$ cat src/rtl/snoop_responder.sv
// snoop_responder: bus-side MSI snoop controller for one CPU node.
// Watches coherence-bus messages issued by other nodes, downgrades or
// invalidates the matching local cache block, and writes a Modified block
// back to memory through a request/acknowledge handshake before the update.
module snoop_responder (
    input  logic       clock,
    input  logic       resetn,
    input  logic [5:0] bus_in,
    input  logic       own_request,
    input  logic [1:0] state_cb1,
    input  logic [1:0] state_cb2,
    input  logic [2:0] address_cb1,
    input  logic [2:0] address_cb2,
    input  logic [3:0] data_cb1,
    input  logic [3:0] data_cb2,
    input  logic       wb_ack,
    output logic       write_cb1,
    output logic       write_cb2,
    output logic [1:0] state_cb,
    output logic [2:0] address_cb,
    output logic [3:0] data_cb,
    output logic       wb_req,
    output logic [2:0] wb_address,
    output logic [3:0] wb_data,
    output logic       busy,
    output logic       done,
    output logic       protocol_error
);

    localparam logic [1:0] OP_READ_MISS  = 2'b00;
    localparam logic [1:0] OP_WRITE_MISS = 2'b01;
    localparam logic [1:0] OP_WRITE_BACK = 2'b11;

    localparam logic [1:0] ST_I = 2'b00;
    localparam logic [1:0] ST_S = 2'b01;
    localparam logic [1:0] ST_M = 2'b10;

    typedef enum logic [1:0] {
        IDLE      = 2'b00,
        LOOKUP    = 2'b01,
        WRITEBACK = 2'b10,
        UPDATE    = 2'b11
    } fsm_t;

    fsm_t       state_q, state_d;
    logic [1:0] op_q;
    logic [2:0] addr_q;
    logic [3:0] data_q;
    logic [1:0] new_state_q, new_state_d;
    logic       done_q, done_d;
    logic       perr_q, perr_set;

    logic [1:0] sel_state;
    logic [2:0] sel_tag;
    logic [3:0] sel_data;
    logic       hit;

    // Select the block addressed by the latched snoop (address[0] picks the block) and detect a hit.
    always_comb begin
        sel_state = addr_q[0] ? state_cb2   : state_cb1;
        sel_tag   = addr_q[0] ? address_cb2 : address_cb1;
        sel_data  = addr_q[0] ? data_cb2    : data_cb1;
        hit       = (sel_tag == addr_q) && ((sel_state == ST_S) || (sel_state == ST_M));
    end

    // Next-state logic; also decides the new block state, the done pulse and protocol-error detection.
    always_comb begin
        state_d     = state_q;
        new_state_d = new_state_q;
        done_d      = 1'b0;
        perr_set    = 1'b0;
        case (state_q)
            IDLE: begin
                if (bus_in[5] && !own_request) begin
                    state_d = LOOKUP;
                end
            end
            LOOKUP: begin
                if (!hit || (op_q == OP_WRITE_BACK)) begin
                    state_d = IDLE;
                    done_d  = 1'b1;
                end else if (op_q == OP_READ_MISS) begin
                    if (sel_state == ST_M) begin
                        state_d     = WRITEBACK;
                        new_state_d = ST_S;
                    end else begin
                        state_d = IDLE;
                        done_d  = 1'b1;
                    end
                end else if (op_q == OP_WRITE_MISS) begin
                    state_d     = (sel_state == ST_M) ? WRITEBACK : UPDATE;
                    new_state_d = ST_I;
                end else begin
                    // Invalidate: another node claims a block we hold Modified -- flag it, no write-back.
                    state_d     = UPDATE;
                    new_state_d = ST_I;
                    perr_set    = (sel_state == ST_M);
                end
            end
            WRITEBACK: begin
                if (wb_ack) begin
                    state_d = UPDATE;
                end
            end
            UPDATE: begin
                state_d = IDLE;
                done_d  = 1'b1;
            end
            default: state_d = IDLE;
        endcase
    end

    // FSM state register plus the registered done pulse, pending new state and sticky error flag.
    always_ff @(posedge clock or negedge resetn) begin
        if (!resetn) begin
            state_q     <= IDLE;
            new_state_q <= ST_I;
            done_q      <= 1'b0;
            perr_q      <= 1'b0;
        end else begin
            state_q     <= state_d;
            new_state_q <= new_state_d;
            done_q      <= done_d;
            perr_q      <= perr_q | perr_set;
        end
    end

    // Latch the snoop op/address when a foreign message is accepted, and the block data at lookup.
    always_ff @(posedge clock or negedge resetn) begin
        if (!resetn) begin
            op_q   <= 2'b00;
            addr_q <= 3'b000;
            data_q <= 4'h0;
        end else begin
            if ((state_q == IDLE) && bus_in[5] && !own_request) begin
                op_q   <= bus_in[4:3];
                addr_q <= bus_in[2:0];
            end
            if (state_q == LOOKUP) begin
                data_q <= sel_data;
            end
        end
    end

    // Moore outputs decoded from the registered state and latches; gated to zero outside their state.
    always_comb begin
        write_cb1      = (state_q == UPDATE) && !addr_q[0];
        write_cb2      = (state_q == UPDATE) &&  addr_q[0];
        state_cb       = (state_q == UPDATE) ? new_state_q : 2'b00;
        address_cb     = (state_q == UPDATE) ? addr_q      : 3'b000;
        data_cb        = (state_q == UPDATE) ? data_q      : 4'h0;
        wb_req         = (state_q == WRITEBACK);
        wb_address     = (state_q == WRITEBACK) ? addr_q : 3'b000;
        wb_data        = (state_q == WRITEBACK) ? data_q : 4'h0;
        busy           = (state_q != IDLE);
        done           = done_q;
        protocol_error = perr_q;
    end

endmodule

$ cat config.mk
export PLATFORM = sky130hd
export DESIGN_NAME = snoop_responder
export DESIGN_NICKNAME = d
export VERILOG_FILES = /design/src/rtl/snoop_responder.sv
export SDC_FILE = /design/constraint.sdc
export NUM_CORES = 1
export LEC_CHECK = 0
export ABC_AREA = 1
export CELL_PAD_IN_SITES_DETAIL_PLACEMENT = 0
export CELL_PAD_IN_SITES_GLOBAL_PLACEMENT = 2
export CORE_UTILIZATION = 19
export CTS_CLUSTER_DIAMETER = 120
export DETAILED_ROUTE_END_ITERATION = 8
export GPL_TIMING_DRIVEN = 0
export PLACE_DENSITY = 0.85
export SLEW_MARGIN = 15
export SYNTH_ARGS = -nofsm -noshare
export SYNTH_HDL_FRONTEND = slang
export SYNTH_SLANG_ARGS = --single-unit
$ cat constraint.sdc
create_clock -name clock -period 1.89 [get_ports clock]
set_input_delay 0.2835 -clock clock [delete_from_list [all_inputs] [get_ports clock]]
set_output_delay 0.2835 -clock clock [all_outputs]
set_load 0.03 [all_outputs]
==> flow_metrics.tcl, run 1 <==
set metrics [dict create \
    status "completed" \
    drive_above_1_share_pct 17.1 \
    dp_hpwl_um 1910 \
    synth_top_family_by_area "simple AND/OR/NAND/NOR gates" \
    synth-xor-area-share_pct 0 \
    start_kind "register" \
    hold_class "input pin to asynchronous set/reset pin" \
    tightest_slew_ns 0.645 \
    grt_max_degree 15 \
    relSlewSlack_pct 56.8 \
    grt.overflow.total 0 \
    grt_pass1_wl_um 4220 \
    ir_worst_vdd_v 0.000303 \
    fmax_ghz 0.565 \
    swShare_pct 46.1 \
    ys_top_cells_by_count "nor2_1 (29), nand2_1 (20), inv_1 (17)" \
    tns_ns 0 \
    cts.sinks 14 \
    rsz0062_at_grt "yes" \
    via_count 926 \
    reg2reg_depth 9 \
    wl_um 2440 \
    finalPower_mw 1.76 \
    synth_compound_area_share_pct 9.82 \
    r2r-start "addr_q[0]" \
    io_buffer_count 48 \
    reg2reg_to "new_state_q[0]" \
    p_leak_nw 0.726 \
    antenna_found_initial 0 \
    ys_warn_count 0 \
    synth_simple_gate_area_share_pct 31.9 \
    power_density_nw_per_um2 1240 \
    finClkSkew_ns 0.00215 \
    power.switching_uw 813 \
    arrival_ns 1.49 \
    core_area_um2 4410 \
    synthesis.nets 148 \
    pin_count 50 \
    cp_max_fo 5 \
    synth_cells 119 \
    numCtsBuffers 3 \
    ant_nets 0 \
    grt_pass1_vias 961 \
    crit_path_start "state_q[0]" \
    diodes 0 \
    drt-initial-drc-count 16 \
    ys_seq_area_share_pct 39.8 \
    synth_edf_count 0 \
    ys_ff_latch 14 \
    finalMaxSlewViolations 0 \
    holdWs_ns 0.442 \
    yosysMostFrequentCell "nor2_1" \
    die_area_um2 4910 \
    synth_top_cell_area_share_pct 39.8 \
    p_clk_share_pct 13.5 \
    grtUsageTotal_pct 10.8 \
    dr.pass1.iters 4 \
    ctsHoldBuffers 0 \
    end_kind "primary output" \
    async_flop_share_pct 100 \
    r2r_slack_ns 0.16 \
    post-cts-setup-buffer-count 0 \
    hold_viol 0 \
    synthMuxAreaShare_pct 3.70 \
    start_util_pct 19.9 \
    cell_internal_pwr_uw 952 \
    clkTransAtPathRegs_ns 0.06 \
    final_core_util_pct 32.2 \
    syn_area_um2 880 \
    cts_root_buf "clkbuf_8" \
    num-fill-cells 485 \
    die_x_um 70.0 \
    area_growth_syn_to_layout_pct 61.7 \
    drt-wirelength-per-cell_um 11.0 \
    place_inst 219 \
    cp.required_ns 1.61 \
    fin_crit_sh_pct 93.7 \
    setup_viol 0 \
    synthAdderAreaFrac_pct 1.42 \
    cp-endpoint "busy" \
    synth_area_per_cell_um2 7.39 \
    cts_tree "built" \
    synth.area.top_cells "dfrtp_1 (40%), nor2_1 (12%), nand2_1 (8.5%)" \
    seqCellArea_um2 350 \
    synthFlopType "dfrtp_1" \
    multiInputGateArea_um2 422 \
    finalWeightedCongestion 0.750 \
    fin_cells 222 \
    synth.distinct_cells 23 \
    via_per_inst 4.17 \
    clk_path_buf_depth 2 \
    layout.nets 201 \
    drc 0 \
    htree_levels 1 \
    seqPwrFrac_pct 29.2 \
    worstSetupPathType "register to primary output" \
    clk_latency_ns 0.24 \
    final.min_clock_period_ns 1.77 \
    comb_power_share_pct 57.2 \
    die_h_um 70.0 \
    cap_violations 0 \
    num_rows 24 \
    synth_top_area_cell "dfrtp_1" \
]
metrics by stage:
step	area, µm²	worst slack (ns)
2_1_floorplan	880	0.112
3_3_place_gp	1430	-0.0123
3_5_place_dp	1430	-0.0218
4_1_cts	1450	0.0616
5_1_grt	1420	-0.0206
6_report	1420	0.119
logic make-up after synthesis:
logic type / count (synthesis)
buffers and inverters: 24
flip-flops: 14
multiplexers: 3
other: 1
AO/OA/AOI/OAI: 15
AND/OR/NAND/NOR: 61
adder cells (fa/ha/maj): 1
routing by layer:
layer | routed length, µm | up-vias | global-route usage [%]
li1 | - | 474 | -
met1 | 1090 | 411 | 13.1
met2 | 1180 | 37 | 18.8
met3 | 139 | 4 | 2.16
met4 | 38 | 0 | 4.00
met5 | 0 | - | 0
final cells by class:
class	count	area share [%]
timing repair buffer	48	30.3
inverter	19	5.01
buffer	5	2.99
multi-input combinational	81	29.6
tap	52	4.57
clock buffer	3	2.90
sequential	14	24.6
timing repair:
item                                    in CTS  in global routing
resized for setup                           19                 15
pin swaps                                    0                  1
endpoints found under the setup margin      17                 10
power groups by stage:
stage | Sequential, mW | Combinational (mW) | Clock (mW)
floorplan | 0.520 | 0.703 | 0
global placement | 0.513 | 1.04 | 0
detailed placement | 0.514 | 1.06 | 0
CTS | 0.512 | 1.02 | 0.250
global route | 0.538 | 1.13 | 0.259
finish | 0.516 | 1.01 | 0.239
how the worst min path moves through the flow:
stage | slack, ns | from | to
3_3_place_gp | 0.45 | protocol_error | protocol_error
3_5_place_dp | 0.45 | protocol_error | protocol_error
5_1_grt | 0.50 | resetn | state_q[0]
6_report | 0.44 | resetn | state_q[0]
2_1_floorplan | -0.01 | resetn | asynchronous set/reset pin
4_1_cts | 0.46 | resetn | done
placed cells by master (no fill, tap or decap), drive strengths merged:
cell type	n
a21oi	5
a31oi	1
buf	6
clkbuf	10
clkdlybuf4s50	30
conb	1
dfrtp	14
dlygate4sd2	10
ha	1
inv	19
mux2	2
mux2i	1
nand2	21
nand3	7
nand4	2
nor2	31
o21ai	4
o22ai	5
critical path: stages, from the launching register on:
cell,delay [ns]
dfrtp_1,0.43
nor2_1,0.08
inv_1,0.07
clkdlybuf4s50_1,0.67
flip-flops by register name (all words and copies together), names as in the netlist, named ones only:
| register | cells |
|---|---|
| protocol_error | 1 |
| op_q | 2 |
| state_q | 1 |
| done | 1 |
| data_q | 4 |
| new_state_q | 1 |
| addr_q | 3 |
Note: power is estimated with default switching activity, not from simulation.
==> run 2: changes to the inputs <==
--- a/config.mk
+++ b/config.mk
@@ -6,6 +6,7 @@
 export NUM_CORES = 1
 export LEC_CHECK = 0
 export ABC_AREA = 1
+export ABC_CLOCK_PERIOD_IN_PS = 1890
 export CELL_PAD_IN_SITES_DETAIL_PLACEMENT = 0
 export CELL_PAD_IN_SITES_GLOBAL_PLACEMENT = 2
 export CORE_UTILIZATION = 19
==> constraint.sdc (replaced) <==
create_clock -name clock -period 1.89 [get_ports clock]
set_input_delay 0.2835 -clock clock [delete_from_list [all_inputs] [get_ports clock]]
set_output_delay 0.2835 -clock clock [all_outputs]
set_load 0.005 [all_outputs]
==> run 2 against run 1 <==
  * Critical path depth grew 1
  * Routed wire length increased by 0.37%
  * Worst hold slack hardly changed
  * Count of clock-buffer cells in the layout unchanged
  * Combinational power shrank 7%
  * Setup slack worse by 0.042 ns
  * Die area unchanged
  * Via count rose by 0.76%
  * Total power is 3.5% lower
  * Clock power hardly changed
  * Non-clock buffer count grew 1
  * Flip-flop and latch count unchanged
  * Critical endpoint is now wb_address[1]
==> flow_metrics.tcl, run 2 (synthesized netlist as in run 1, its figures left out) <==
set metrics [dict create \
    wl_um 2450 \
    grt_pass1_wl_um 4260 \
    r2r_slack_ns 0.16 \
    fin_cells 223 \
    num-fill-cells 466 \
    place_ws_ns -0.0164 \
    final.min_clock_period_ns 1.81 \
    setup_slack_ns 0.0769 \
    holdWs_ns 0.442 \
    core_area_um2 4410 \
    drc 0 \
    arrival_ns 1.53 \
    diodes 0 \
    ir_worst_vdd_v 0.000314 \
    cts_root_buf "clkbuf_8" \
    dp_hpwl_um 1910 \
    finalPower_mw 1.70 \
    mostFrequentLayoutCell "clkdlybuf4s50_1" \
    drt-wirelength-per-cell_um 11.0 \
    end_kind "primary output" \
    cts_tree "built" \
    grt_pass1_vias 966 \
    p_leak_nw 0.775 \
    worstSetupPathType "register to primary output" \
    start_kind "register" \
    rsz0062_at_grt "yes" \
    r2r-start "addr_q[0]" \
    via_per_inst 4.18 \
    place_inst 219 \
    fin_crit_sh_pct 95.9 \
    grt_max_degree 15 \
    drt-initial-drc-count 16 \
    power_density_nw_per_um2 1130 \
    grt.overflow.total 0 \
    layout.nets 202 \
    cts.sinks 14 \
    cp.required_ns 1.61 \
    cpMaxStageDelayCell "clkdlybuf4s50_1" \
    setup_viol 0 \
    fmax_ghz 0.552 \
    finalMaxSlewViolations 0 \
    largest_reg_flops 4 \
    ctsHoldBuffers 0 \
    crit_chain "nor2_4 > inv_4 > nor2_1 > clkdlybuf4s50_1" \
    die_h_um 70.0 \
    hold_viol 0 \
    ant_nets 0 \
    reg2reg_depth 9 \
    reg2reg_to "new_state_q[0]" \
    clkTransAtPathRegs_ns 0.05 \
    largest-register "data_q" \
    die_area_um2 4910 \
    tightest_slew_ns 0.645 \
    clk_path_buf_depth 2 \
    cap_violations 0 \
    pin_count 50 \
    die_x_um 70.0 \
    via_count 933 \
    relSlewSlack_pct 56.9 \
    clk_latency_ns 0.24 \
    seqCellArea_um2 352 \
    area_growth_syn_to_layout_pct 71.8 \
    reg.largest.list "data_q (4), addr_q (3), op_q (2)" \
    finalWeightedCongestion 0.750 \
    finClkSkew_ns 0.00190 \
    status "completed" \
    antenna_found_initial 0 \
    numCtsBuffers 3 \
    htree_levels 1 \
    mostFrequentLayoutCells "clkdlybuf4s50_1 (43), nor2_1 (27), nand2_1 (19)" \
    start_util_pct 19.9 \
    multiInputGateArea_um2 437 \
    grtUsageTotal_pct 10.9 \
    io_buffer_count 48 \
    cpPeakStageDelay_ns 0.50 \
    dr.pass1.iters 4 \
    cp_max_fo 9 \
    hold_class "input pin to asynchronous set/reset pin" \
    num_rows 24 \
    drive_above_1_share_pct 15.2 \
]
[run 2: cell count changes in the layout (fill, tap and decap cells not counted), sizes merged]
cell,change
dlygate4sd2,-10
clkdlybuf4s50,+13
clkbuf,-7
dlymetal6s2s,+5
[run 2: metrics by stage]
stage,utilization (%),instance area [µm²],setup TNS (ns)
2_1_floorplan,-,880,0
3_3_place_gp,32.3,1430,0
3_5_place_dp,32.3,1430,-0.0164
4_1_cts,33.5,1480,0
5_1_grt,34.2,1510,-0.0222
6_report,34.2,1510,0
[run 2: routing by layer]
layer,vias to the layer above,share of wire [%],GRT usage (%)
met1,416,45,13.3
met2,37,49,18.7
met5,-,0,0
met4,0,1.6,4.00
li1,476,-,-
met3,4,4.9,2.16
[run 2: critical path, delay by kind of cell, from the launching register on]
kind                   cells  cell delay (ns)
DFF                        1             0.46
and+or+nand+nor            2             0.25
buffers and inverters      2             0.58
[run 2: power breakdown]
group          switching (mW)  internal, mW
Sequential             0.0985         0.431
Clock                  0.0977         0.141
Combinational           0.506         0.430
[run 2: worst max path at each step]
stage / from / endpoint / cells past startpoint
floorplan: addr_q[0] / new_state_q[0] / 9
global placement: state_cb2[0] / new_state_q[0] / 9
CTS: state_q[0] / wb_address[2] / 4
global route: addr_q[0] / new_state_q[0] / 9
detailed placement: state_cb2[0] / new_state_q[0] / 9
finish: state_q[0] / wb_address[1] / 4
[run 2: what timing repair did]
action / 4_1_cts / 5_1_grt
resized for setup: 3 / 11
setup endpoints to repair: 12 / 11
hold endpoints to repair: 0 / 0
buffers inserted: 1 / 0
pin swaps: 0 / 1
[run 2: layout make-up]
type                    instances  share of cell area (%)
inverters                      19                    4.88
flip-flops and latches         14                    23.3
multi-input cells              81                    28.9
well taps                      52                    4.30
clock buffers                   3                    2.73
repair buffers                 49                    33.1
plain buffers                   5                    2.81
==> run 3: changes to the inputs <==
--- a/config.mk
+++ b/config.mk
@@ -9,11 +9,13 @@
 export ABC_CLOCK_PERIOD_IN_PS = 1890
 export CELL_PAD_IN_SITES_DETAIL_PLACEMENT = 0
 export CELL_PAD_IN_SITES_GLOBAL_PLACEMENT = 2
+export CORE_ASPECT_RATIO = 1.4
 export CORE_UTILIZATION = 19
 export CTS_CLUSTER_DIAMETER = 120
 export DETAILED_ROUTE_END_ITERATION = 8
 export GPL_TIMING_DRIVEN = 0
 export PLACE_DENSITY = 0.85
+export SKIP_LAST_GASP = 1
 export SLEW_MARGIN = 15
 export SYNTH_ARGS = -nofsm -noshare
 export SYNTH_HDL_FRONTEND = slang
==> run 3 against run 2 <==
  * Clock power decreased by 2%
  * Combinational power rose by 0.9%
  * Register-to-register slack barely moved
  * Core utilization increased by 1.1 points
  * Final area grew 1.6%
  * Sequential power is 0.9% higher
  * Maximum frequency down 1.4%
  * Critical path type unchanged
  * Non-clock buffer count is 1 higher
  * Total power grew 0.49%
  * Clock skew up 0.0013 ns
  * First-iteration DRC count increased by 140%
  * Final cell count grew 4.0%
==> flow_metrics.tcl, run 3 (synthesized netlist as in run 1, its figures left out) <==
set metrics [dict create \
    r2r_slack_ns 0.16 \
    htree_levels 1 \
    seqPwrFrac_pct 31.2 \
    crit_path_start "addr_q[0]" \
    grt.overflow.total 0 \
    dp_hpwl_um 1970 \
    start_kind "register" \
    via_count 941 \
    final_core_util_pct 35.3 \
    drc 0 \
    diodes 0 \
    seqCellArea_um2 353 \
    cap_violations 0 \
    start_util_pct 20.2 \
    layout.nets 203 \
    cp.required_ns 1.61 \
    swShare_pct 41.0 \
    setup_slack_ns 0.0514 \
    reg2reg_depth 9 \
    power_density_nw_per_um2 1110 \
    finClkSkew_ns 0.00317 \
    path_delay_family "buffers and inverters" \
    hold_class "input pin to asynchronous set/reset pin" \
    clkTransAtPathRegs_ns 0.05 \
    multiInputGateArea_um2 437 \
    ctsHoldBuffers 0 \
    setup_viol 0 \
    worstSetupPathType "register to primary output" \
    die_x_um 59.5 \
    drt-wirelength-per-cell_um 10.9 \
    wl_um 2540 \
    pin_count 50 \
    cts_tree "built" \
    reg.largest.list "data_q (4), addr_q (3), op_q (2)" \
    core_area_um2 4340 \
    via_per_inst 4.06 \
    arrival_ns 1.56 \
    grt_pass1_vias 939 \
    tns_ns 0 \
    num_rows 28 \
    reg2reg_to "new_state_q[0]" \
    end_kind "primary output" \
    io_buffer_count 48 \
    cpMaxStageDelayCell "clkdlybuf4s50_1" \
    cts.sinks 14 \
    crit_chain "inv_2 > buf_6 > nor2_2 > buf_4 > clkdlybuf4s50_1" \
    dr.pass1.iters 4 \
    rsz0062_at_grt "no" \
    finalWeightedCongestion 0.796 \
    comb_power_share_pct 55.1 \
    cp_max_fo 10 \
    largest-register "data_q" \
    path_buf_inv 4 \
    ir_worst_vdd_v 0.000288 \
    largest_reg_flops 4 \
    fin_crit_sh_pct 97.3 \
    grtUsageTotal_pct 11.0 \
    place_ws_ns 0.00112 \
    p_clk_share_pct 13.7 \
    grt_pass1_wl_um 3990 \
    cpPeakStageDelay_ns 0.49 \
    power.switching_uw 702 \
    numCtsBuffers 3 \
    mostFrequentLayoutCell "clkdlybuf4s50_1" \
    clk_path_buf_depth 2 \
    mostFrequentLayoutCells "clkdlybuf4s50_1 (41), nor2_1 (27), nand2_1 (19)" \
    area_growth_syn_to_layout_pct 74.5 \
    ant_nets 0 \
    die_h_um 82.5 \
    holdWs_ns 0.429 \
    cell_internal_pwr_mw 1.01 \
    relSlewSlack_pct 58.9 \
    drive_above_1_share_pct 16.3 \
    grt_max_degree 15 \
    cts_root_buf "clkbuf_8" \
    final.min_clock_period_ns 1.84 \
    r2r-start "addr_q[0]" \
    finalPower_mw 1.71 \
    hold_viol 0 \
    status "completed" \
    die_area_um2 4910 \
    drt-initial-drc-count 39 \
    fmax_ghz 0.544 \
    antenna_found_initial 0 \
    clk_latency_ns 0.24 \
    p_leak_nw 0.815 \
    num-fill-cells 507 \
    finalMaxSlewViolations 0 \
    tightest_slew_ns 0.614 \
]
run 3: cell types whose count changed in the layout (fill, tap and decap cells not counted), sizes merged:
| cell | change |
|---|---|
| clkdlybuf4s50 | -2 |
| dlymetal6s2s | +2 |
| buf | +1 |
run 3: power by group through the flow:
stage,logic (mW),registers [mW],clock network (mW)
floorplan,0.583,0.501,0
CTS,0.932,0.517,0.242
detailed placement,0.911,0.517,0
finish,0.943,0.534,0.234
global placement,0.899,0.512,0
global route,1.06,0.554,0.255
run 3: worst max-delay path by stage:
stage | end | slack, ns | cells past startpoint
detailed placement | new_state_q[0] | 0.001 | 9
floorplan | new_state_q[0] | 0.28 | 9
CTS | wb_address[2] | -0.01 | 5
global route | address_cb[0] | 0.00008 | 5
global placement | new_state_q[0] | 0.01 | 9
finish | address_cb[0] | 0.05 | 5
run 3: what timing repair did:
item / 4_1_cts / 5_1_grt
resized for setup: 3 / 14
setup endpoints to repair: 17 / 11
pin swaps: 0 / 2
setup buffers: 1 / 1
run 3: layer usage:
layer	wire length, µm	global-route usage [%]
met1	1100	12.7
met2	1220	19.1
met3	147	1.40
met4	76	6.51
met5	0	0
run 3: per-stage QoR:
step           cells  instance area (µm²)
2_1_floorplan    119                  880
5_1_grt          232                 1540
6_report         232                 1540
3_3_place_gp     227                 1440
3_5_place_dp     227                 1440
4_1_cts          231                 1490
run 3: layout make-up:
type	instances	share of cell area, %
Tap cell	60	4.89
Buffer	5	2.77
Sequential cell	14	23.0
Timing Repair Buffer	50	33.4
Clock buffer	3	2.69
Inverter	19	4.81
Multi-Input combinational cell	81	28.4
